### src/rtl/apb_pkg.sv
// Shared APB slave definitions: FSM state encoding and response codes.
// Imported by every APB slave block in the codebase.
package apb_pkg;

  typedef enum logic [1:0] {
    ST_IDLE,
    ST_ACCESS,
    ST_RESP
  } apb_slave_fsm_states;

  localparam logic PSLVERR_OKAY  = 1'b0;
  localparam logic PSLVERR_ERROR = 1'b1;

endpackage

### src/rtl/apb_regbank.sv
// Register storage for the APB register file: ID, live status, and
// byte-lane-masked read/write registers 2..NUM_REGS-1.
module apb_regbank
  import apb_pkg::*;
#(
  parameter int            DW       = 8,
  parameter int            NUM_REGS = 16,
  parameter int            IW       = 4,
  parameter logic [DW-1:0] ID_VALUE = 'hA5
) (
  input  logic                   clk,
  input  logic                   rst_n,
  input  logic                   we,
  input  logic [IW-1:0]          idx,
  input  logic [DW-1:0]          wdata,
  input  logic [DW/8-1:0]        strb,
  input  logic [DW-1:0]          status,
  output logic [DW-1:0]          rdata,
  output logic [NUM_REGS*DW-1:0] image
);

  logic [DW-1:0] mem [2:NUM_REGS-1];

  always_ff @(posedge clk or negedge rst_n) begin
    if (!rst_n) begin
      for (int k = 2; k < NUM_REGS; k++) begin
        mem[k] <= '0;
      end
    end else if (we) begin
      for (int k = 2; k < NUM_REGS; k++) begin
        if (idx == IW'(k)) begin
          for (int b = 0; b < DW/8; b++) begin
            if (strb[b]) begin
              mem[k][b*8 +: 8] <= wdata[b*8 +: 8];
            end
          end
        end
      end
    end
  end

  assign image[DW-1:0]    = ID_VALUE;
  assign image[2*DW-1:DW] = status;

  for (genvar k = 2; k < NUM_REGS; k++) begin : g_img
    assign image[k*DW +: DW] = mem[k];
  end

  always_comb begin
    rdata = '0;
    for (int k = 0; k < NUM_REGS; k++) begin
      if (idx == IW'(k)) begin
        rdata = image[k*DW +: DW];
      end
    end
  end

endmodule

### src/rtl/apb_slave_regfile.sv
// APB slave register file with fixed wait states: FSM, address decode
// and wait counter; storage lives in apb_regbank.
module apb_slave_regfile
  import apb_pkg::*;
#(
  parameter int                    PADDR_SIZE  = 10,
  parameter int                    PDATA_SIZE  = 8,
  parameter int                    NUM_REGS    = 16,
  parameter int                    WAIT_CYCLES = 2,
  parameter logic [PDATA_SIZE-1:0] ID_VALUE    = 'hA5
) (
  input  logic                           PCLK,
  input  logic                           PRESETn,
  input  logic                           PSEL,
  input  logic                           PENABLE,
  input  logic                           PWRITE,
  input  logic [PADDR_SIZE-1:0]          PADDR,
  input  logic [PDATA_SIZE-1:0]          PWDATA,
  input  logic [PDATA_SIZE/8-1:0]        PSTRB,
  input  logic [2:0]                     PPROT,
  output logic [PDATA_SIZE-1:0]          PRDATA,
  output logic                           PREADY,
  output logic                           PSLVERR,
  input  logic [PDATA_SIZE-1:0]          status_i,
  output logic [NUM_REGS*PDATA_SIZE-1:0] regs_o
);

  localparam int         SW      = PDATA_SIZE/8;
  localparam int         SHIFT   = $clog2(SW);
  localparam int         IW      = $clog2(NUM_REGS);
  localparam logic [3:0] WAIT_LD = 4'(WAIT_CYCLES);

  if (PDATA_SIZE % 8 != 0) begin : g_chk_dw
    $error("PDATA_SIZE must be a multiple of 8");
  end
  if (NUM_REGS < 3) begin : g_chk_nr
    $error("NUM_REGS must be at least 3");
  end
  if (WAIT_CYCLES < 0 || WAIT_CYCLES > 15) begin : g_chk_wait
    $error("WAIT_CYCLES must be within 0..15");
  end

  apb_slave_fsm_states state;
  logic [3:0]            cnt;
  logic [PADDR_SIZE-1:0] addr_q;
  logic                  write_q;
  logic [PDATA_SIZE-1:0] wdata_q;
  logic [SW-1:0]         strb_q;

  logic                  setup;
  logic                  enter_resp;
  logic                  in_idle;
  logic [PADDR_SIZE-1:0] addr_c;
  logic                  write_c;
  logic [PDATA_SIZE-1:0] wdata_c;
  logic [SW-1:0]         strb_c;
  logic [PADDR_SIZE-1:0] idx;
  logic                  err;
  logic                  we;
  logic [PDATA_SIZE-1:0] rd_data;
  logic                  unused_pprot;

  assign unused_pprot = ^PPROT;
  assign setup        = PSEL & ~PENABLE;
  assign in_idle      = (state == ST_IDLE);

  // Zero-wait transfers respond straight from the setup phase inputs
  assign addr_c  = in_idle ? PADDR  : addr_q;
  assign write_c = in_idle ? PWRITE : write_q;
  assign wdata_c = in_idle ? PWDATA : wdata_q;
  assign strb_c  = in_idle ? PSTRB  : strb_q;

  assign idx = addr_c >> SHIFT;
  assign err = (idx >= PADDR_SIZE'(NUM_REGS)) ||
               (write_c && idx < PADDR_SIZE'(2));

  assign enter_resp =
    (in_idle && setup && WAIT_CYCLES == 0) ||
    (state == ST_ACCESS && PSEL && cnt == 4'd1);

  assign we = enter_resp & write_c & ~err;

  always_ff @(posedge PCLK or negedge PRESETn) begin
    if (!PRESETn) begin
      state   <= ST_IDLE;
      cnt     <= '0;
      addr_q  <= '0;
      write_q <= 1'b0;
      wdata_q <= '0;
      strb_q  <= '0;
      PREADY  <= 1'b0;
      PSLVERR <= PSLVERR_OKAY;
      PRDATA  <= '0;
    end else begin
      unique case (state)
        ST_IDLE: begin
          PREADY  <= 1'b0;
          PSLVERR <= PSLVERR_OKAY;
          if (setup) begin
            addr_q  <= PADDR;
            write_q <= PWRITE;
            wdata_q <= PWDATA;
            strb_q  <= PSTRB;
            cnt     <= WAIT_LD;
            state   <= (WAIT_CYCLES == 0) ? ST_RESP : ST_ACCESS;
          end
        end
        ST_ACCESS: begin
          if (!PSEL) begin
            state <= ST_IDLE;
            cnt   <= '0;
          end else begin
            cnt <= cnt - 4'd1;
            if (cnt == 4'd1) begin
              state <= ST_RESP;
            end
          end
        end
        ST_RESP: begin
          state   <= ST_IDLE;
          PREADY  <= 1'b0;
          PSLVERR <= PSLVERR_OKAY;
        end
        default: state <= ST_IDLE;
      endcase
      if (enter_resp) begin
        PREADY  <= 1'b1;
        PSLVERR <= err ? PSLVERR_ERROR : PSLVERR_OKAY;
        PRDATA  <= (err || write_c) ? '0 : rd_data;
      end
    end
  end

  apb_regbank #(
    .DW       (PDATA_SIZE),
    .NUM_REGS (NUM_REGS),
    .IW       (IW),
    .ID_VALUE (ID_VALUE)
  ) u_regbank (
    .clk    (PCLK),
    .rst_n  (PRESETn),
    .we     (we),
    .idx    (idx[IW-1:0]),
    .wdata  (wdata_c),
    .strb   (strb_c),
    .status (status_i),
    .rdata  (rd_data),
    .image  (regs_o)
  );

endmodule

### config.mk
export PLATFORM = sky130hd
export DESIGN_NAME = apb_slave_regfile
export DESIGN_NICKNAME = d
export VERILOG_FILES = /design/src/rtl/apb_pkg.sv /design/src/rtl/apb_regbank.sv /design/src/rtl/apb_slave_regfile.sv
export SDC_FILE = /design/constraint.sdc
export NUM_CORES = 1
export LEC_CHECK = 0
export ABC_AREA = 1
export BUFFER_PORTS_ARGS = -buffer_cell sky130_fd_sc_hd__buf_2
export CAP_MARGIN = 10
export CELL_PAD_IN_SITES_DETAIL_PLACEMENT = 0
export CELL_PAD_IN_SITES_GLOBAL_PLACEMENT = 1
export CORE_MARGIN = 2
export CORE_UTILIZATION = 39
export DETAILED_ROUTE_END_ITERATION = 7
export PLACE_DENSITY_LB_ADDON = 0.1
export SKIP_CTS_REPAIR_TIMING = 1
export SLEW_MARGIN = 20
export SYNTH_ARGS = -nofsm -noshare
export SYNTH_HDL_FRONTEND = slang
export SYNTH_SLANG_ARGS = --single-unit
### constraint.sdc
create_clock -name PCLK -period 2.69 [get_ports PCLK]
set_input_delay 0.269 -clock PCLK [delete_from_list [all_inputs] [get_ports PCLK]]
set_output_delay 0.269 -clock PCLK [all_outputs]
set_load 0.005 [all_outputs]
# Word level (Yosys, flattened, before mapping)
# Cells that the tools add are included.
[word_totals] rom_bits=0 mem_bits_rw=0 reg_bits=148 latch_bits=0 output_inout_bits=138 input_bits=35 memories=0
[classes] n_mul=0 n_reduce_logical=27 n_div=0 n_lt_le_gt_ge=2 add_sub_neg=1 bitwise=5 n_mux=32 eq_ne=20 shifts=0
[ops] operator="8-bit two-way mux" count=18
[ops] operator="3-bit AND reduction" count=14
[ops] operator="4-bit == test (second input constant)" count=8
[ops] operator="4-bit by 3-bit == test with 1-bit output (second input constant)" count=4
[ops] operator="10-bit by 5-bit >= comparator with 1-bit output (second input constant)" count=1
[ops] operator="10-bit by 2-bit less-than comparator with 1-bit output (second input constant)" count=1
[ops] operator="10-bit two-way mux" count=1
[ops] operator="4-bit by 1-bit == test with 1-bit output (second input constant)" count=2
[ops] operator="4-bit by 2-bit == test with 1-bit output (second input constant)" count=2
[ops] operator="4-bit two-way mux" count=2
[ops] operator="4-bit one-hot mux with 2 select lines" count=1
[ops] operator="1-bit two-way mux" count=6
[ops] operator="2-bit two-way mux" count=3
[ops] operator="2-bit AND reduction" count=3
[ops] operator="4-bit logical NOT" count=1
[ops] operator="2-bit one-hot mux with 2 select lines" count=1
[ops] operator="2-bit nonzero test" count=2
[ops] operator="4-bit by 1-bit subtractor with 4-bit output (second input constant)" count=1
[ops] operator="1-bit AND" count=3
[ops] operator="1-bit logical AND" count=3
[ops] operator="3-bit by 2-bit != test with 1-bit output (second input constant)" count=1
[ops] operator="2-bit by 1-bit == test with 1-bit output (second input constant)" count=1
[ops] operator="2-bit == test (second input constant)" count=1
[ops] operator="2-bit logical NOT" count=1
[ops] operator="4 further kinds" count=6

# Logic depth before layout (Yosys ltp)
# Gate-level depths: netlist (run 1).
[depth] ltp_word=20 depth_mapped=17 ltp_nobuf=17

# By module
# Synthesis (run 1) repeated with hierarchy kept, for this count alone.
[hier_totals] hier_cells=860 area_unflattened_um2=7009.2
[by_module_without_submodules] module="apb_regbank" cells_each=656 n_inst=1 area_per_inst_um2=5245.0 seq_area_each_um2=2802.7
[by_module_without_submodules] module="apb_slave_regfile" cells_each=204 n_inst=1 area_per_inst_um2=1764.2 seq_area_each_um2=900.9

# Least setup slack after synthesis (run 1)
# Ideal clock, no wire load.
[synth_path] path_type="register to register" from="register state[0]" to="register u_regbank.mem (netlist bit u_regbank.image[123])" setup_ns=0.132 synth_period_minus_slack_ns=2.192 setup_slack_ns=0.498 path_stages_with_launch=12 t_arrival_ns=2.061 cell_sequence="dfrtp_1 -> nor2_2 -> buf_4 -> nand2_1 -> nand2_1 -> nand2_1 -> clkbuf_1 -> nor2_1 -> nand2_4 -> buf_4 -> nand2_1 -> o21ai_1"
[synth_between] elab_chain_cells=8 elab_cells_between_ends=17
[synth_rtl] item="start: declaration" line_no="apb_slave_regfile.sv:43" text="apb_slave_fsm_states state;"
[synth_rtl] item="start signal: assignment" line_no="apb_slave_regfile.sv:105" text="state <= (WAIT_CYCLES == 0) ? ST_RESP : ST_ACCESS;"
[synth_rtl] item="2-bit logical NOT" line_no="apb_slave_regfile.sv:65" text="assign in_idle = (state == ST_IDLE);"
[synth_rtl] item="10-bit two-way mux" line_no="apb_slave_regfile.sv:68" text="assign addr_c = in_idle ? PADDR : addr_q;"
[synth_rtl] item="10-bit by 2-bit less-than comparator with 1-bit output" line_no="apb_slave_regfile.sv:75" text="(write_c && idx < PADDR_SIZE'(2));"
[synth_rtl] item="1-bit logical AND" line_no="apb_slave_regfile.sv:75"
[synth_rtl] item="1-bit logical OR" line_no="apb_slave_regfile.sv:74" text="assign err = (idx >= PADDR_SIZE'(NUM_REGS)) ||"
[synth_rtl] item="1-bit inverter" line_no="apb_slave_regfile.sv:81" text="assign we = enter_resp & write_c & ~err;"
[synth_rtl] item="1-bit AND" line_no="apb_slave_regfile.sv:81"
[synth_rtl] item="3-bit AND reduction (no line)"
[synth_rtl] item="end signal: indexed assignment" line_no="apb_regbank.sv:34" text="mem[k][b*8 +: 8] <= wdata[b*8 +: 8];"
[synth_rtl] item="end: declaration" line_no="apb_regbank.sv:22" text="logic [DW-1:0] mem [2:NUM_REGS-1];"
# Parallel ways exist; a longest one is shown, timed or not.
# A chain may end at the register's enable or synchronous reset.

# Worst setup path after layout (run 1)
[layout_path] from="register state[0]" to="register PRDATA[5]"
[layout_between] elab_chain_cells=20 elab_cells_between_ends=44
[layout_rtl] item="2-bit logical NOT" line_no="apb_slave_regfile.sv:65"
[layout_rtl] item="10-bit two-way mux" line_no="apb_slave_regfile.sv:68"
[layout_rtl] item="4-bit logical NOT" line_no="apb_regbank.sv:52" text="if (idx == IW'(k)) begin"
[layout_rtl] item="8-bit two-way mux (16 in series)" line_no="apb_regbank.sv:52"
[layout_rtl] item="8-bit two-way mux" line_no="apb_slave_regfile.sv:129" text="PRDATA <= (err || write_c) ? '0 : rd_data;"
[layout_rtl] item="end signal: assignment" line_no="apb_slave_regfile.sv:129"
[layout_rtl] item="end: declaration" line_no="apb_slave_regfile.sv:21" text="output logic [PDATA_SIZE-1:0] PRDATA,"
# Parallel ways exist; a longest one is shown, timed or not.

==> flow_summary.yaml, run 1 <==
routing:
  drc: 0
  wl_per_cell_um: 16.7
  first_iter_violations: 403
  antenna_left: 0
  num_vias: 6221
  first_pass_iters: 5
  vias_per_cell: 4.86
  wl_um: 21300
clocking:
  numCtsBuffers: 17
  clkSinkCount: 148
  clockBufferDepth: 2
  cts_tree: "yes"
  clk_pin_slew_ps: 60
  worst_skew_pair.late_latency_ps: 430
  clockRootBuffer: "clkbuf_16"
  cts_max_level: 4
critical_path:
  path_class: "flop to flop"
  crit_path_start_kind: "flop"
  slowest_stage: "dfrtp_2"
  cp_data_arrival_time_ps: 2790
  path_buf_inv: 3
  crit_path_cell_trace: "inv_2 -> nand2_2 -> buf_4 -> nand2_1 -> nand2_1 -> nand2_2 -> nor2_1 -> buf_4 -> nand2_1 -> nand3_1 -> nor2_2 -> nand3_1 -> nor2_1 -> nand4_1 -> nor2_1 -> nand3_1 -> nand2_1 -> nand2_1"
  crit_fanout: 5
  cp_slowest_stage_delay_ps: 450
  end_kind: "flop"
  critPathTopFamily: "simple AND/OR/NAND/NOR gates"
  cp.required_ps: 3000
  cpMostUsedCell: "nand2_1"
yosys:
  yosys-top-cells-area: "dfrtp_1 53%, nand2_1 16%, o21ai_1 5.8%, o21ai_0 4.4%, inv_1 3.2%"
  yosysUniqueCellTypes: 34
  ys.flop_type: "dfrtp_1"
  synth_cells: 861
  synth.yosys.seq_area_share: 0.531
  syn-cell-area_um2: 6980
  synth_edf_count: 0
  yosysTopAreaCell: "dfrtp_1"
  synthArstFlopShare: 1.00
  syn_avg_cell_area_um2: 8.11
  ys_warn_count: 0
  synth_top_cell_area_share: 0.531
  synth-seq-cells: 148
floorplan:
  io-pin-count: 173
  die_h_um: 138
  start_util: 0.401
  die_x_um: 138
  rows: 48
  core-area_um2: 17400
  dieArea_um2: 19000
finish:
  final_cell_mix: "283 x nand2_1, 160 x buf_2, 147 x dfrtp_1, 90 x o21ai_1, 60 x inv_1"
  antenna_cells: 0
  final_common_cell: "nand2_1"
  fin_util: 0.502
  syn2layout_area_growth_pct: 25.3
  final_layout_size_suffix_gt1_frac: 0.258
  finalNetCount: 1078
timing:
  min_period_ps: 2470
  timing.final.ws_setup_ps: 215
  slew_violations: 0
  relSlewSlack: 0.524
  max_freq_mhz: 404
  setup_tns_ps: 0
  hold_violations: 0
  rsz0062_at_grt: "no"
  fin_skew_ps: 8.76
  finalSetupViolCount: 0
  holdWs_ps: 66.3
  worst_pin_slew_ps: 714
  fin_crit_sh: 0.920
global_routing:
  grt_pass1_wl_um: 33300
  antenna_found_initial: 0
  grt_start_max_net_pins: 74
  grt_overflow: 0
  grt_pass1_vias: 6085
  grt_usage: 0.236
power_and_ir_drop:
  power_density_nw_per_um2: 688
  leakagePower_uw: 0.00467
  finalPower_uw: 6020
  vdd_drop_max_mv: 0.482
place:
  portBuffers: 161
  hpwl_um: 15500
  pre_cts_ws_ps: -58.6
  globalplace.congestion: 0.806
hold_path:
  hold_class: "input port to flop"
status:
  status: "finished, final reports clean"
run:
  drv_cap: 0
-- path summary, 6_finish.rpt --
path / from / end / slack [ps] / cells after the start
hold / removal: PADDR[9] / addr_q[9] / 70 / 3
setup reg to reg: state[0] / PRDATA[5] / 220 / 18
max in group asynchronous: PRESETn / u_regbank.image[16] / 1510 / 3
hold reg to reg: addr_q[9] / addr_q[9] / 480 / 2
min in group asynchronous: PRESETn / u_regbank.image[29] / 420 / 2
setup / recovery: state[0] / PRDATA[5] / 220 / 18
-- where the power goes --
part           leakage (uW)  internal (uW)  switching [uW]  total [uW]
sequential          0.00203           2350            70.1        2420
clock              0.000268           1320             979        2300
combinational       0.00238            400             908        1310
-- flip-flops by register name, summed over array words and instances, names as in the netlist --
signal           count
PRDATA               8
PREADY               1
PSLVERR              1
addr_q              10
cnt                  4
state                2
strb_q               1
u_regbank.image    112
wdata_q              8
write_q              1
-- routing by layer --
layer | wire length [um] | part of all wire | vias up | track usage
li1 | - | - | 3119 | -
met1 | 9980 | 0.47 | 2912 | 0.326
met2 | 9880 | 0.46 | 163 | 0.384
met3 | 1080 | 0.051 | 27 | 0.0394
met4 | 385 | 0.018 | 0 | 0.0680
met5 | 0 | 0 | - | 0
-- area by class of cell --
| class | instances | area (um^2) |
|---|---|---|
| Fill cell | 1721 | 8670 |
| Sequential cell | 148 | 3700 |
| Multi-Input combinational cell | 606 | 2800 |
| Timing Repair Buffer | 204 | 1160 |
| Clock buffer | 20 | 457 |
| Tap cell | 225 | 282 |
| Inverter | 64 | 240 |
| Clock inverter | 12 | 106 |
-- logic make-up (layout without fill, tap and decap cells) --
| group | Yosys count | count (layout) | synth area share |
|---|---|---|---|
| other cells | 2 | 8 | 0.00108 |
| compound gates | 162 | 162 | 0.118 |
| buf+inv | 113 | 300 | 0.0785 |
| fa+ha+maj | 2 | 2 | 0.00358 |
| flops | 148 | 148 | 0.531 |
| xor+xnor | 1 | 1 | 0.00125 |
| simple gates | 433 | 433 | 0.267 |
-- through the flow --
stage	instances	area (um^2)
after detailed placement	1241	8080
after CTS	1273	8640
after global routing	1279	8750
after floorplan	867	7000
final	1279	8750
after global placement	1241	8080
-- worst min-delay path: stages --
cell	delay, ps
buf_2	90
nand2_1	50
nand2_1	50
-- Yosys cell counts (5+ instances only) --
cell	instances
inv_1	60
nand3_1	25
nor3_1	11
dfrtp_1	148
nand4_1	19
nor2_2	5
o21ai_1	81
o21ai_0	62
clkbuf_1	20
buf_4	21
nand2_4	10
nor2_1	60
a21oi_1	15
nand2_1	290
Note: power is estimated with default switching activity, not from simulation.
==> run 2, diff against run 1 <==
BUFFER_PORTS_ARGS = default   (was -buffer_cell sky130_fd_sc_hd__buf_2)
CORE_UTILIZATION = 46   (was 39)
DONT_BUFFER_PORTS = 1   (was default)
clock period = 2.5 ns   (was 2.69 ns; I/O delays follow)
==> flow_summary.yaml, run 2 (synthesis results as in run 1) <==
status:
  status: "finished with violations"
  violations: "hold timing"
critical_path:
  end_kind: "flop"
  path_class: "flop to flop"
  cp_slowest_stage_delay_ps: 470
  path_buf_inv: 3
  crit_path_cell_trace: "nor2_4 -> buf_12 -> o21ai_2 -> nand2_2 -> buf_4 -> nor2_4 -> buf_6 -> a21oi_2 -> nand4_1 -> nand2_1 -> nand4_1 -> nor2_2 -> nand4_1 -> nand2_1 -> nand2_1"
  slowest_stage: "dfrtp_2"
  crit_path_start_kind: "flop"
  critPathTopFamily: "simple AND/OR/NAND/NOR gates"
  cp.required_ps: 2810
  crit_fanout: 9
  cp_data_arrival_time_ps: 2690
global_routing:
  grt_pass1_wl_um: 31600
  antenna_found_initial: 0
  grt_start_max_net_pins: 149
  grt_overflow: 0
  grt_usage: 0.257
  grt_pass1_vias: 5739
finish:
  finalNetCount: 943
  largest_reg_flops: 112
  register_area_um2: 3710
  final_layout_size_suffix_gt1_frac: 0.174
  final_cell_mix: "271 x nand2_1, 146 x dfrtp_1, 90 x o21ai_1, 58 x inv_1, 54 x buf_4"
  multiInputGateArea_um2: 2970
  fillers: 1435
  final_area_um2: 8350
  antenna_cells: 0
  final_common_cell: "nand2_1"
  syn2layout_area_growth_pct: 19.6
routing:
  first_iter_violations: 390
  antenna_left: 0
  wl_per_cell_um: 18.6
  drc: 0
  vias_per_cell: 5.36
  first_pass_iters: 5
  wl_um: 20600
  num_vias: 5934
clocking:
  worst_skew_pair.late_latency_ps: 420
  clkSinkCount: 148
  clockRootBuffer: "clkbuf_16"
  clockBufferDepth: 2
  cts_tree: "yes"
  clk_pin_slew_ps: 60
  cts_max_level: 4
  numCtsBuffers: 17
timing:
  relSlewSlack: 0.322
  finalSetupViolCount: 0
  min_period_ps: 2380
  rsz0062_at_grt: "yes"
  fin_skew_ps: 7.67
  fin_crit_sh: 0.952
  max_freq_mhz: 420
  hold_violations: 148
  worst_pin_slew_ps: 1010
  slew_violations: 0
  holdWs_ps: -477
  timing.final.ws_setup_ps: 121
  setup_tns_ps: 0
hold_path:
  hold_class: "input port to async pin"
floorplan:
  die_h_um: 127
  dieArea_um2: 16200
  die_x_um: 127
  rows: 45
  io-pin-count: 173
  start_util: 0.464
  core-area_um2: 15000
power_and_ir_drop:
  power_density_nw_per_um2: 813
  pwr-share-clk: 0.381
  p_sw_frac: 0.315
  pwr-share-seq: 0.385
  vdd_drop_max_mv: 0.581
  combPwrFrac: 0.235
  intPower_uw: 4640
  power.net_switching_uw: 2140
  leakagePower_uw: 0.00399
place:
  place_area_um2: 7320
  globalplace.congestion: 0.839
  portBuffers: 0
  hpwl_um: 14500
  pre_cts_ws_ps: -268
run:
  drv_cap: 0
-- run 2: changes by cell type in the layout (fill, tap and decap cells not counted), moves of 4 or more --
cell	delta
buf_2	-160
buf_4	+14
nand2_1	-12
nor2_1	-6
buf_6	+5
nand2_2	+5
nor2_4	+5
nand2_8	+4
-- run 2: power by group through the flow --
stage | registers, uW | clock network (uW) | logic, uW
3_5_place_dp | 2640 | 0 | 1350
2_1_floorplan | 2620 | 0 | 767
6_report | 2610 | 2580 | 1590
5_1_grt | 2630 | 2730 | 1740
3_3_place_gp | 2640 | 0 | 1330
4_1_cts | 2600 | 2620 | 1350
-- run 2: final timing paths --
check | from | endpoint | slack [ps] | cells past startpoint
max in group asynchronous | PRESETn | u_regbank.image[60] | 2790 | 0
min | PRESETn | u_regbank.image[39] | -480 | 0
min reg2reg | addr_q[9] | addr_q[9] | 480 | 2
min in group PCLK | PADDR[4] | addr_q[4] | 0 | 2
max reg2reg | state[1] | PRDATA[3] | 120 | 15
max | state[1] | PRDATA[3] | 120 | 15
-- run 2: metrics by stage --
stage	utilization	power [uW]	cells	hold slack [ps]
4_1_cts	0.527	6570	1088	-496
5_1_grt	0.555	7090	1107	-500
3_5_place_dp	0.487	3990	1056	-41.5
6_report	0.555	6780	1107	-477
3_3_place_gp	0.487	3970	1056	-41.0
2_1_floorplan	-	3390	867	-45.6
-- run 2: layout make-up --
type                       instances  area share
inverter                          64      0.0288
clock buffer                      19      0.0543
timing repair buffer              68      0.0717
sequential                       148       0.444
tap                              188      0.0282
clock inverter                    13      0.0178
multi-input combinational        607       0.355
-- run 2: metal layers --
metal / up-vias / global-route usage / wire, um / share of wire
li1: 2853 / - / - / -
met1: 2883 / 0.326 / 8740 / 0.43
met2: 168 / 0.425 / 10100 / 0.49
met3: 30 / 0.0754 / 1390 / 0.067
met4: 0 / 0.0827 / 325 / 0.016
met5: - / 0 / 0 / 0
-- run 2: worst reg2reg max path, stage by stage (launching register included) --
cell and delay [ps]:
dfrtp_2 470, nor2_4 160, buf_12 130, o21ai_2 80
nand2_2 90, buf_4 130, nor2_4 40, buf_6 140
a21oi_2 100, nand4_1 130, nand2_1 130, nand4_1 160
nor2_2 200, nand4_1 150, nand2_1 110, nand2_1 60
==> run 3, diff against run 2 <==
clock period = 2.7 ns   (was 2.5 ns; I/O delays follow)
==> flow_summary.yaml, run 3 (synthesis results as in run 1) <==
finish:
  final_common_cell: "nand2_1"
  antenna_cells: 0
  final_area_um2: 7900
  final_layout_size_suffix_gt1_frac: 0.117
  largest_reg_flops: 112
  fin_util: 0.526
  finalNetCount: 918
  syn2layout_area_growth_pct: 13.2
  fin_cells: 1082
  final_cell_mix: "284 x nand2_1, 147 x dfrtp_1, 89 x o21ai_1, 60 x inv_1, 58 x nor2_1"
floorplan:
  dieArea_um2: 16200
  rows: 45
  die_h_um: 127
  die_x_um: 127
  core-area_um2: 15000
  io-pin-count: 173
  start_util: 0.464
critical_path:
  r2r_cells: 17
  cp_data_arrival_time_ps: 2760
  regToRegStartpoint: "state[0]"
  cp.required_ps: 3010
  end_kind: "flop"
  crit_path_end: "PRDATA[0]"
  path_class: "flop to flop"
  rrSetupSlack_ps: 250
  worst_r2r_endpoint: "PRDATA[0]"
  crit_path_start_kind: "flop"
  crit_fanout: 8
  cp-startpoint: "state[0]"
timing:
  fin_crit_sh: 0.907
  setup_tns_ps: 0
  finalSetupViolCount: 0
  rsz0062_at_grt: "no"
  timing.final.ws_setup_ps: 252
  hold_violations: 148
  worst_pin_slew_ps: 970
  relSlewSlack: 0.349
  slew_violations: 0
  min_period_ps: 2450
  max_freq_mhz: 408
  fin_skew_ps: 5.80
  holdWs_ps: -450
clocking:
  cts_tree: "yes"
  clockRootBuffer: "clkbuf_16"
  clkSinkCount: 148
  cts_max_level: 4
  clk_pin_slew_ps: 60
  worst_skew_pair.late_latency_ps: 420
  numCtsBuffers: 17
  clockBufferDepth: 2
place:
  place_area_um2: 7210
  dp.cells: 1043
  pre_cts_ws_ps: 88.2
  hpwl_um: 14400
  globalplace.congestion: 0.837
  portBuffers: 0
power_and_ir_drop:
  vdd_drop_max_mv: 0.470
  pwr-share-clk: 0.390
  power.net_switching_uw: 1840
  p_sw_frac: 0.309
  combPwrFrac: 0.205
  pwr-share-seq: 0.405
  leakagePower_uw: 0.00385
  power_density_nw_per_um2: 755
  intPower_uw: 4120
routing:
  vias_per_cell: 5.32
  first_iter_violations: 406
  wl_um: 20200
  drc: 0
  num_vias: 5755
  wl_per_cell_um: 18.7
  antenna_left: 0
  first_pass_iters: 4
global_routing:
  antenna_found_initial: 0
  grt_usage: 0.257
  grt_pass1_wl_um: 31600
  grt_start_max_net_pins: 149
  grt_overflow: 0
  grt_pass1_vias: 5614
run:
  drv_cap: 0
status:
  violations: "hold timing"
  status: "finished with violations"
hold_path:
  hold_class: "input port to async pin"
[run 3: changes by cell type in the layout (fill, tap and decap cells not counted), sizes merged]
cell      previous run  this run
buf                 63        40
clkbuf              20        25
clkinv               6         4
inv                 66        64
bufinv               2         1
clkinvlp             3         2
nor2                67        66
[run 3: stage by stage]
step | hold slack, ps | power, uW
after floorplan | -25.6 | 3140
after global placement | -21.2 | 3620
after detailed placement | -21.7 | 3650
after CTS | -464 | 5960
after global routing | -470 | 6240
final | -450 | 5960
[run 3: how the worst min path moves through the flow]
stage          cells after the start                  end  slack, ps
2_1_floorplan                      0            PRDATA[0]        -30
3_3_place_gp                       0  u_regbank.image[37]        -20
3_5_place_dp                       0  u_regbank.image[39]        -20
4_1_cts                            0  u_regbank.image[41]       -460
5_1_grt                            0  u_regbank.image[32]       -470
6_report                           0  u_regbank.image[39]       -450
[run 3: routing by layer]
layer | global-route usage | up-vias | wire length (um) | share of wire
li1 | - | 2803 | - | -
met1 | 0.331 | 2751 | 8630 | 0.43
met3 | 0.0758 | 25 | 1460 | 0.072
met2 | 0.423 | 176 | 9740 | 0.48
met4 | 0.0795 | 0 | 394 | 0.019
met5 | 0 | - | 0 | 0
[run 3: power by group through the flow]
stage | registers [uW] | logic, uW | clock network [uW]
final | 2410 | 1220 | 2330
after global routing | 2430 | 1340 | 2470
after CTS | 2410 | 1210 | 2340
after detailed placement | 2450 | 1210 | 0
after global placement | 2440 | 1180 | 0
after floorplan | 2430 | 710 | 0
[run 3: layout make-up]
class	instances	area [um^2]
Inverter	64	240
Fill cell	1451	7130
Timing Repair Buffer	44	348
Clock buffer	25	515
Sequential cell	148	3700
Clock inverter	7	68.8
Multi-Input combinational cell	606	2790
Tap cell	188	235
[run 3: worst max-delay path, stage by stage, from the launching register on]
cell	delay, ps
dfrtp_2	430
nor2_4	70
buf_4	150
nand2_1	50
o21ai_0	140
nand2_2	160
nor2_1	60
buf_4	170
nand2_1	60
nand3_1	80
nor2_1	150
nand3_1	100
nor2_1	180
nand3_1	120
nor2_1	140
nand4_1	140
nand2_1	90
nand2_1	50
